**src/rtl/btn_conditioner.sv**
```systemverilog
// Push-button front end: 2-FF synchroniser, per-bit debounce, press/auto-repeat
// pulses and a registered priority arbiter that emits one key event per cycle.
module btn_conditioner #(
  parameter int               N_BTN           = 5,
  parameter int               DEBOUNCE_CYCLES = 1000000,
  parameter int               REPEAT_DELAY    = 40000000,
  parameter int               REPEAT_RATE     = 10000000,
  parameter logic [N_BTN-1:0] REPEAT_MASK     = 5'b01111
) (
  input  logic             CLK,
  input  logic             RST,
  input  logic [N_BTN-1:0] btn_raw,
  output logic [N_BTN-1:0] btn_level,
  output logic [N_BTN-1:0] btn_press,
  output logic             key_valid,
  output logic [2:0]       key_code
);

  localparam int DB_W     = (DEBOUNCE_CYCLES > 1) ? $clog2(DEBOUNCE_CYCLES) : 1;
  localparam int HOLD_MAX = (REPEAT_DELAY > REPEAT_RATE) ? REPEAT_DELAY : REPEAT_RATE;
  localparam int HT_W     = (HOLD_MAX > 1) ? $clog2(HOLD_MAX) : 1;

  localparam logic [DB_W-1:0] DB_LAST    = DB_W'(DEBOUNCE_CYCLES - 1);
  localparam logic [HT_W-1:0] DELAY_LAST = HT_W'(REPEAT_DELAY - 1);
  localparam logic [HT_W-1:0] RATE_LAST  = HT_W'(REPEAT_RATE - 1);

  typedef enum logic {PH_DELAY, PH_RATE} phase_e;

  logic [N_BTN-1:0] syncMeta_q, sync_q;
  logic [N_BTN-1:0] level_q, level_d;
  logic [N_BTN-1:0] press_q, press_d;
  logic [DB_W-1:0]  dbCnt_q [N_BTN];
  logic [DB_W-1:0]  dbCnt_d [N_BTN];
  logic [HT_W-1:0]  hold_q  [N_BTN];
  logic [HT_W-1:0]  hold_d  [N_BTN];
  phase_e           phase_q [N_BTN];
  phase_e           phase_d [N_BTN];
  logic             keyValid_q, keyValid_d;
  logic [2:0]       keyCode_q, keyCode_d;

  // The hold timer counts edges since the last pulse; a falling level clears it
  // on the same edge so no pulse can slip out with the release.
  always_comb begin
    level_d = level_q;
    press_d = '0;
    for (int i = 0; i < N_BTN; i++) begin
      dbCnt_d[i] = '0;
      hold_d[i]  = '0;
      phase_d[i] = PH_DELAY;
      if (sync_q[i] != level_q[i]) begin
        if (dbCnt_q[i] == DB_LAST) level_d[i] = sync_q[i];
        else                       dbCnt_d[i] = dbCnt_q[i] + 1'b1;
      end
      if (level_d[i] && !level_q[i]) begin
        press_d[i] = 1'b1;
      end else if (level_d[i] && level_q[i] && REPEAT_MASK[i]) begin
        if (hold_q[i] == ((phase_q[i] == PH_DELAY) ? DELAY_LAST : RATE_LAST)) begin
          press_d[i] = 1'b1;
          phase_d[i] = PH_RATE;
        end else begin
          hold_d[i]  = hold_q[i] + 1'b1;
          phase_d[i] = phase_q[i];
        end
      end
    end
  end

  // C (top bit) beats everything; among the rest the lowest index wins.
  always_comb begin
    keyValid_d = |press_q;
    keyCode_d  = keyCode_q;
    for (int i = N_BTN - 2; i >= 0; i--) begin
      if (press_q[i]) keyCode_d = 3'(i);
    end
    if (press_q[N_BTN-1]) keyCode_d = 3'(N_BTN - 1);
  end

  always_ff @(posedge CLK or posedge RST) begin
    if (RST) begin
      syncMeta_q <= '0;
      sync_q     <= '0;
      level_q    <= '0;
      press_q    <= '0;
      keyValid_q <= 1'b0;
      keyCode_q  <= '0;
      for (int i = 0; i < N_BTN; i++) begin
        dbCnt_q[i] <= '0;
        hold_q[i]  <= '0;
        phase_q[i] <= PH_DELAY;
      end
    end else begin
      syncMeta_q <= btn_raw;
      sync_q     <= syncMeta_q;
      level_q    <= level_d;
      press_q    <= press_d;
      keyValid_q <= keyValid_d;
      keyCode_q  <= keyCode_d;
      for (int i = 0; i < N_BTN; i++) begin
        dbCnt_q[i] <= dbCnt_d[i];
        hold_q[i]  <= hold_d[i];
        phase_q[i] <= phase_d[i];
      end
    end
  end

  assign btn_level = level_q;
  assign btn_press = press_q;
  assign key_valid = keyValid_q;
  assign key_code  = keyCode_q;

endmodule

```
**config.mk**
```make
export PLATFORM = sky130hd
export DESIGN_NAME = btn_conditioner
export DESIGN_NICKNAME = d
export VERILOG_FILES = /design/src/rtl/btn_conditioner.sv
export SDC_FILE = /design/constraint.sdc
export NUM_CORES = 1
export LEC_CHECK = 0
export ABC_AREA = 0
export CAP_MARGIN = 20
export CORE_MARGIN = 3
export CORE_UTILIZATION = 50
export DETAILED_ROUTE_END_ITERATION = 8
export HOLD_SLACK_MARGIN = 0.12
export MAX_ROUTING_LAYER = met4
export PLACE_DENSITY = 0.66
export SYNTH_ARGS = -nofsm -noshare
export SYNTH_HDL_FRONTEND = slang
export SYNTH_SLANG_ARGS = --single-unit
```
**constraint.sdc**
```tcl
create_clock -name CLK -period 11.1 [get_ports CLK]
set_clock_uncertainty 0.15 [all_clocks]
set_input_delay 1.665 -clock CLK [delete_from_list [all_inputs] [get_ports CLK]]
set_output_delay 1.665 -clock CLK [all_outputs]
set_load 0.01 [all_outputs]
```
==> insert_results.sql <==
INSERT INTO impl_metrics (metric_group, metric, value, unit) VALUES
('floorplan', 'placeableCoreArea', '22090', 'µm²'),
('run', 'drv.max_cap_violation_count', '0', ''),
('route', 'route.final.wire_length', '20500', 'µm'),
('critical_path', 'timing.critical_path.arrival', '1.57', 'ns'),
('final_layout', 'leading_cell_type_in_the_layout_fill_and_taps_excluded', 'nor2_1', ''),
('critical_path', 'crit_path_max_fanout', '4', ''),
('timing', 'hold_violations', '0', ''),
('hold_path', 'min_path_cells', '0', ''),
('power', 'worst_ir_drop_vdd', '0.1180', 'mV'),
('timing', 'timing.hold.ws', '0.1827', 'ns'),
('timing', 'slew_violations', '0', ''),
('run_status', 'result_of_the_run', 'complete, no violations', ''),
('clock_network', 'cts_htree_levels', '1', ''),
('synth', 'netlist_area', '11400', 'µm²'),
('synth', 'synth_flop_cell', 'dfrtp_1', ''),
('placement', 'post-place-ws', '7.248', 'ns'),
('route', 'via_count', '7850', ''),
('power', 'finalPower', '1.800', 'mW'),
('synth', 'synthSimpleGateAreaFrac', '0.2733', ''),
('hold_path', 'hold_end', 'sync_q[3]', ''),
('critical_path', 'timing.setup.critical_path_class', 'reg2out', ''),
('final_layout', 'layout.cells.non_filler', '1460', ''),
('clock_network', 'maximum_buffer_depth_of_the_clock_tree', '3', ''),
('critical_path', 'worst_setup_path_start_kind', 'register', ''),
('timing', 'finalCriticalPeriod', '3.389', 'ns'),
('critical_path', 'setup.worst_path.end_class', 'output port', ''),
('grt', 'grt_overflow_total', '0', ''),
('grt', 'antenna_found_initial', '0', ''),
('critical_path', 'crit_family', 'buffers and inverters', ''),
('power', 'static-leakage-power', '5.011', 'nW'),
('floorplan', 'rows', '54', ''),
('timing', 'finalWorstSetupSlack', '7.711', 'ns'),
('route', 'highest_layer', 'met4', ''),
('final_layout', 'antenna_cells', '0', ''),
('synth', 'synth-adder-area-share', '0.01427', ''),
('grt', 'grt_pass1_vias', '7683', ''),
('floorplan', 'dieHeight', '157.0', 'µm'),
('synth', 'yosys_warnings', '0', ''),
('critical_path', 'worst-path-buf-inv', '1', ''),
('power', 'power-per-cell-area', '141.6', 'nW/µm²'),
('clock_network', 'clk_latency', '0.51', 'ns'),
('clock_network', 'cts_hold_buffers', '0', ''),
('clock_network', 'setup_buffers_after_cts', '0', ''),
('final_layout', 'stdcell_area', '12710', 'µm²'),
('synth', 'yosysUniqueCellTypes', '71', ''),
('route', 'detail_route.first_pass.iterations', '6', ''),
('placement', 'placedCellCount', '1415', ''),
('clock_network', 'clock_tree_from_tritoncts', 'built', ''),
('clock_network', 'cts.root.buffer_cell', 'clkbuf_16', ''),
('clock_network', 'post_cts_resize_count', '0', ''),
('final_layout', 'nFillCells', '1888', ''),
('final_layout', 'area_used_by_multi_input_combinational_logic', '5309', 'µm²'),
('timing', 'unrepaired_setup_endpoints_after_global_routing', 'no', ''),
('timing', 'totalNegativeSetupSlack', '0', 'ns'),
('placement', 'globalplace.congestion', '0.8212', ''),
('critical_path', 'r2r_slack', '8.30', 'ns'),
('final_layout', 'utilization', '0.5752', ''),
('synth', 'yosysSeqAreaShare', '0.5093', ''),
('critical_path', 'cp_slowest_cell', 'clkdlybuf4s50_1', ''),
('final_layout', 'final_layout_size_suffix_gt1_frac', '0.07373', ''),
('critical_path', 'r2r.worst_path.cells', '6', ''),
('floorplan', 'ios', '21', ''),
('critical_path', 'timing.critical_path.required', '9.29', 'ns'),
('floorplan', 'floorplan.die_area', '24640', 'µm²'),
('clock_network', 'cts_buffer_count', '25', ''),
('timing', 'timing_worst_slew_pin_value', '1.042', 'ns'),
('synth', 'synth_cells', '1138', ''),
('final_layout', 'seq_area', '5806', 'µm²'),
('hold_path', 'hold_path.startpoint', 'syncMeta_q[3]', ''),
('clock_network', 'cts.sink_count', '232', ''),
('route', 'drcViolationCount', '0', '');
[cell type report]
| cell class | instances | share of cell area |
|---|---|---|
| Inverter | 26 | 0.008270 |
| Clock buffer | 31 | 0.05336 |
| Sequential cell | 232 | 0.4568 |
| Tap cell | 280 | 0.02757 |
| Multi-Input combinational cell | 853 | 0.4177 |
| Timing Repair Buffer | 24 | 0.01812 |
| Clock inverter | 14 | 0.01812 |
[registers in the layout (all words and copies together) (netlist names)]
name / count
phase_q: 4
sync_q: 5
key_valid: 1
syncMeta_q: 5
hold_q: 104
btn_level: 5
key_code: 3
dbCnt_q: 100
btn_press: 5
[how the worst max path moves through the flow]
stage | from | endpoint | slack, ns | cells past startpoint
after floorplan | RST | btn_level[0] | 2.92 | 1
after global placement | RST | dbCnt_q[42] | 7.26 | 3
after detailed placement | RST | dbCnt_q[44] | 7.25 | 3
after CTS | btn_press[2] | btn_press[2] | 7.68 | 1
after global routing | RST | dbCnt_q[45] | 7.63 | 3
final | btn_press[2] | btn_press[2] | 7.71 | 1
[where the power goes]
part / switching, mW / total (mW) / internal, mW
Combinational: 0.0259 / 0.0336 / 0.00770
Sequential: 0.00569 / 0.858 / 0.852
Clock: 0.336 / 0.909 / 0.573
Total: 0.367 / 1.80 / 1.43
[layer usage]
layer,track usage,up-vias
li1,-,3949
met1,0.2364,3790
met2,0.2841,76
met3,0.02942,35
met4,0.04127,0
met5,-,-
[cells in the mapped netlist (5+ instances only)]
cell type | n | area [µm²]
nor2_1 | 237 | 889.6
dfrtp_1 | 232 | 5806
xnor2_1 | 104 | 910.9
xor2_1 | 87 | 762.0
nand3_1 | 76 | 380.4
nand2_1 | 66 | 247.7
nand4_1 | 43 | 269.0
nor3_1 | 33 | 165.2
and3_1 | 29 | 181.4
inv_1 | 26 | 97.59
nor4_1 | 26 | 162.7
and4_1 | 17 | 148.9
ha_1 | 13 | 162.7
nor2_2 | 10 | 62.56
nor4b_1 | 10 | 87.58
or3_1 | 10 | 62.56
and2_1 | 7 | 43.79
buf_2 | 7 | 35.03
clkbuf_1 | 7 | 26.28
buf_6 | 6 | 67.56
nand4b_1 | 6 | 52.55
a21boi_0 | 5 | 37.54
nand2b_1 | 5 | 31.28
[cells by family (layout without fill, tap and decap cells)]
group,after synthesis,in the layout
simple gates,611,611
flops,232,232
xor+xnor,191,191
buf+inv,53,95
compound gates,33,33
fa+ha+maj,13,13
mux,5,5
Note: power is estimated with default switching activity, not from simulation.
